**config.mk**
```make
export PLATFORM = sky130hd
export DESIGN_NAME = ym3438_prescaler
export DESIGN_NICKNAME = d
export VERILOG_FILES = /design/src/rtl/ym3438_pkg.sv /design/src/rtl/ym3438_slot_cnt.sv /design/src/rtl/ym3438_prescaler.sv
export SDC_FILE = /design/constraint.sdc
export NUM_CORES = 1
export LEC_CHECK = 0
export CORE_MARGIN = 5
export CORE_UTILIZATION = 54
export DETAILED_ROUTE_END_ITERATION = 7
export PLACE_DENSITY = 0.81
export SYNTH_ARGS = -nofsm -noshare
export SYNTH_HDL_FRONTEND = slang
export SYNTH_SLANG_ARGS = --single-unit
```
**constraint.sdc**
```tcl
create_clock -name MCLK -period 2.8 [get_ports MCLK]
set_input_delay 0.56 -clock MCLK [delete_from_list [all_inputs] [get_ports MCLK]]
set_output_delay 0.56 -clock MCLK [all_outputs]
set_load 0.02 [all_outputs]
```
**src/rtl/ym3438_pkg.sv**
```systemverilog
// Shared timing constants and types for the YM3438 FM core.
package ym3438_pkg;

  localparam int unsigned YM_PRESC_DIV = 6;
  localparam int unsigned YM_C2_PHASE  = 3;
  localparam int unsigned YM_SLOTS     = 24;
  localparam int unsigned YM_SLOT_W    = 5;

  typedef logic [YM_SLOT_W-1:0] ym_slot_t;

endpackage

```
**src/rtl/ym3438_slot_cnt.sv**
```systemverilog
// Two-phase slot counter: next value computed on c1, committed on c2.
module ym3438_slot_cnt
  import ym3438_pkg::*;
#(
  parameter int unsigned SLOTS = YM_SLOTS
) (
  input  logic     MCLK,
  input  logic     reset,
  input  logic     c1,
  input  logic     c2,
  input  logic     clr,
  output ym_slot_t slot,
  output logic     wrap
);

  localparam ym_slot_t SlotMax = ym_slot_t'(SLOTS - 1);

  ym_slot_t slot_next;

  // wrap marks a natural SlotMax -> 0 rollover; a forced zero never sets it.
  always_ff @(posedge MCLK or posedge reset) begin
    if (reset) begin
      slot_next <= '0;
      slot      <= '0;
      wrap      <= 1'b0;
    end else begin
      if (c1) begin
        wrap      <= !clr && (slot == SlotMax);
        slot_next <= (clr || slot == SlotMax) ? '0 : slot + ym_slot_t'(1);
      end
      if (c2) begin
        slot <= slot_next;
      end
    end
  end

endmodule

```
**src/rtl/ym3438_prescaler.sv**
```systemverilog
// Timing front end: c1/c2 phase enables, slot counter and IC-pin reset synchroniser.
module ym3438_prescaler
  import ym3438_pkg::*;
#(
  parameter int unsigned PRESC_DIV = YM_PRESC_DIV,
  parameter int unsigned C2_PHASE  = YM_C2_PHASE,
  parameter int unsigned SLOTS     = YM_SLOTS
) (
  input  logic       MCLK,
  input  logic       reset,
  input  logic       clk_en,
  input  logic       ic,
  output logic       c1,
  output logic       c2,
  output logic [4:0] slot,
  output logic       slot0,
  output logic       slot_last,
  output logic       ic_rst
);

  localparam logic [2:0] PrescMax = 3'(PRESC_DIV - 1);
  localparam logic [2:0] C2Count  = 3'(C2_PHASE);
  localparam ym_slot_t   SlotMax  = ym_slot_t'(SLOTS - 1);

  logic [2:0] presc;
  logic       ic_s1;
  logic       ic_s2;
  logic       slot_wrap;
  ym_slot_t   slot_cnt;

  always_ff @(posedge MCLK or posedge reset) begin
    if (reset) begin
      presc <= '0;
    end else if (clk_en) begin
      presc <= (presc == PrescMax) ? 3'd0 : presc + 3'd1;
    end
  end

  assign c1 = clk_en && (presc == 3'd0);
  assign c2 = clk_en && (presc == C2Count);

  always_ff @(posedge MCLK or posedge reset) begin
    if (reset) begin
      ic_s1 <= 1'b1;
      ic_s2 <= 1'b1;
    end else if (c1) begin
      ic_s1 <= ic;
      ic_s2 <= ic_s1;
    end
  end

  // Set whenever the synchroniser output goes (or stays) high; released only by a natural wrap.
  always_ff @(posedge MCLK or posedge reset) begin
    if (reset) begin
      ic_rst <= 1'b1;
    end else if (c1 && ic_s1) begin
      ic_rst <= 1'b1;
    end else if (c2 && slot_wrap) begin
      ic_rst <= 1'b0;
    end
  end

  ym3438_slot_cnt #(
    .SLOTS(SLOTS)
  ) u_slot_cnt (
    .MCLK (MCLK),
    .reset(reset),
    .c1   (c1),
    .c2   (c2),
    .clr  (ic_s2),
    .slot (slot_cnt),
    .wrap (slot_wrap)
  );

  assign slot      = slot_cnt;
  assign slot0     = (slot_cnt == '0);
  assign slot_last = (slot_cnt == SlotMax);

endmodule

```
==> results.md <==
* Cts hold-fix bufs at 0
* Critical path class: input port to output pin
* Fin crit share at 0.929
* Synth area leader: dfrtp_1
* Min cycle time layout at roughly 2600 ps
* Final Max Tran Viols at 0
* Number of synthesized flops with an enable pin at 0
* Synth cell types at 22
* Mean Syn Cell Area at around 10 sq um
* Slew @ Worst Pin at about 610 ps
* Via count at 576
* Worst Min Path Start: ic_s1
* Leakage at ~0.48 nW
* Worst setup EP type: output pin
* Row count at 14
* Syn. warnings at 0
* R2r setup slk at between 1000 and 1500 ps
* ANT cells at 0
* Worst Clk Skew at 6.52 ps
* Footprint of the multi-input gates at ~330 sq um
* DRC at 0
* Final-stage net count at 103
* # clock sinks at 17
* Hold/Removal Path Class: flip-flop to flip-flop
* Register area share after synthesis at 0.529
* Routed len/inst at between 10 and 15 microns
* Die X at between 40 and 50 microns
* Buffers on Ports at 13
* Flop and latch count out of synthesis at 17
* Die Ht at 48.8 microns
* Mapped Area at about 810 sq um
* TritonCTS Buffers at 3
* Critical path arrival at slightly above 2000 ps
* Gp weighted congestion at around 0.73
* Crit Path Max Fanout at 8
* Worst path required time at approximately 2200 ps
* Worst-Skew Late Latency at about 280 ps
* CTS clock-pin slew for the worst setup and hold paths at 90 ps
* Max cap viols at 0
* Initial DRC count at 17
* RSZ-0062 raised after global routing: no
* 1st-pass router iterations at 3
* Layout cells sized above 1 at 0.137
* Synth Instances at 78
* TritonCTS clock tree: built
* Crit path launch type: input port
* Hold Crit Depth at 2
* Cells on worst reg2reg path at 3
* Drt via density at ~5.2
* Worst r2r src: presc[2]
* Filler Cell Count at ~120
* Most common cell in the netlist: nand2_1
* Post-CTS Setup Repair Bufs at 0
* Fin. Hold Viols at 0
* Cell Pwr Density at just over 1000 nW/um^2
* Num ports at 14
* # setup viols final at 0
* First-pass GRT wire length at around 2400 microns
* H-tree Lvls at 1
* Ranking of synthesized cells by area: dfrtp_1, dfstp_2, nand2_1
* Fin Setup TNS at 0 ps
* WL final at about 1400 microns
* Register area at between 400 and 500 sq um
* Yosys top cell area share at 0.432
* DP Wirelength at 1070 microns
* Area grow syn2layout at 21.5%
* Maximum VDD drop at around 0.00045 V
* CTS max path bufs at 2
* Post-synthesis async set-or-reset flop share at 1.00
* Antenna viol nets, final at 0
* Root Driver: clkbuf_4
* Largest net degree at the start of global routing at 18
* Initial Util at 0.551
* Placed Cells at between 100 and 150
* Post-synth top cells: nand2_1, dfrtp_1, inv_1
* Global route overflow at 0
* Reg2reg end: u_slot_cnt.slot_next[4]
* Core Area at around 1500 sq um
* Fmax at ~0.38 GHz
* Status: finished, final reports clean
* Vias in the first global route at about 560
* Fin cells at between 100 and 150
* Net Count, Synth at 85
* All-Layer GR Usage at 0.129
* Main synth FF type: dfrtp_1
* Initial antenna violation count at 0
* Die Area at 2380 sq um
* Max_slew headroom at 0.594
* Worst Hold End: ic_s1
## worst max-delay path, stage by stage
cell and delay, ps:
clkdlybuf4s50_1 480, buf_4 150, nand2_1 120, inv_1 120, clkdlybuf4s50_1 610
## metal layers
layer | part of all wire | GRT usage | vias to the layer above
met5 | 0 | 0 | -
met4 | 0.0028 | 0.0404 | 0
met3 | 0.067 | 0.0337 | 2
met2 | 0.43 | 0.196 | 17
met1 | 0.50 | 0.178 | 255
li1 | - | - | 302
## power breakdown
part           switching (mW)  internal (mW)  leakage (nW)
Clock                  0.0733         0.0553        0.0150
Combinational           0.215          0.215         0.254
Sequential             0.0939          0.356         0.214
Total                   0.382          0.627         0.483
## through the flow
step / hold WS (ps) / worst slack [ps] / cell area, sq um / power [mW] / util
CTS: 469 / 17.0 / 982 / 1.02 / 0.668
finish: 468 / 199 / 985 / 1.01 / 0.669
detailed placement: 449 / 43.4 / 956 / 0.888 / 0.650
floorplan: 439 / 829 / 811 / 0.713 / -
global placement: 449 / 20.4 / 956 / 0.869 / 0.650
global route: 483 / 130 / 985 / 1.09 / 0.669
## layout make-up
class                   instances  share of cell area
clock buffers                   4              0.0267
repair buffers                 16               0.158
well taps                      16              0.0203
inverters                       7              0.0267
multi-input cells              51               0.333
flip-flops and latches         17               0.436
## flip-flops by register name, indices dropped and copies added, names as in the netlist
signal                cells
u_slot_cnt.slot           5
u_slot_cnt.slot_next      5
ic_s2                     1
presc                     3
ic_s1                     1
ic_rst                    1
u_slot_cnt.wrap           1
## kinds of logic (layout without fill, tap and decap cells)
logic type / Yosys count / in the layout / share of synthesized area
AOI/OAI and AO/OA: 10 / 10 / 0.0772
xor gates and xnor gates: 3 / 3 / 0.0324
adders and majority gates: 3 / 3 / 0.0463
buffers and inverters: 10 / 27 / 0.0664
DFF: 17 / 17 / 0.529
muxes: 4 / 4 / 0.0556
and+or+nand+nor: 31 / 31 / 0.193
## how the worst max path moves through the flow
stage / from / to / cells after the start
after floorplan: u_slot_cnt.slot[0] / slot0 / 3
after global placement: clk_en / c1 / 4
after detailed placement: clk_en / c1 / 4
after CTS: clk_en / c1 / 4
after global routing: clk_en / c2 / 5
final: clk_en / c2 / 5
## what timing repair did
item | 4_1_cts | 5_1_grt
endpoints found under the hold margin | 0 | 0
gates resized for setup | 0 | 1
endpoints found under the setup margin | 0 | 1
## placed cells by master (no fill, tap or decap), types with 2 or more instances in the layout
| cell type | Yosys | routed |
|---|---|---|
| clkbuf_4 | 0 | 3 |
| mux2_2 | 4 | 4 |
| o21ai_0 | 4 | 4 |
| nand3b_1 | 2 | 2 |
| nand2_1 | 18 | 18 |
| nand3_1 | 4 | 4 |
| ha_1 | 3 | 3 |
| xor2_1 | 2 | 2 |
| dfrtp_1 | 14 | 14 |
| dfstp_2 | 3 | 3 |
| o31ai_1 | 5 | 5 |
| buf_4 | 0 | 3 |
| clkdlybuf4s50_1 | 0 | 12 |
| inv_1 | 7 | 7 |
Note: power is estimated with default switching activity, not from simulation.
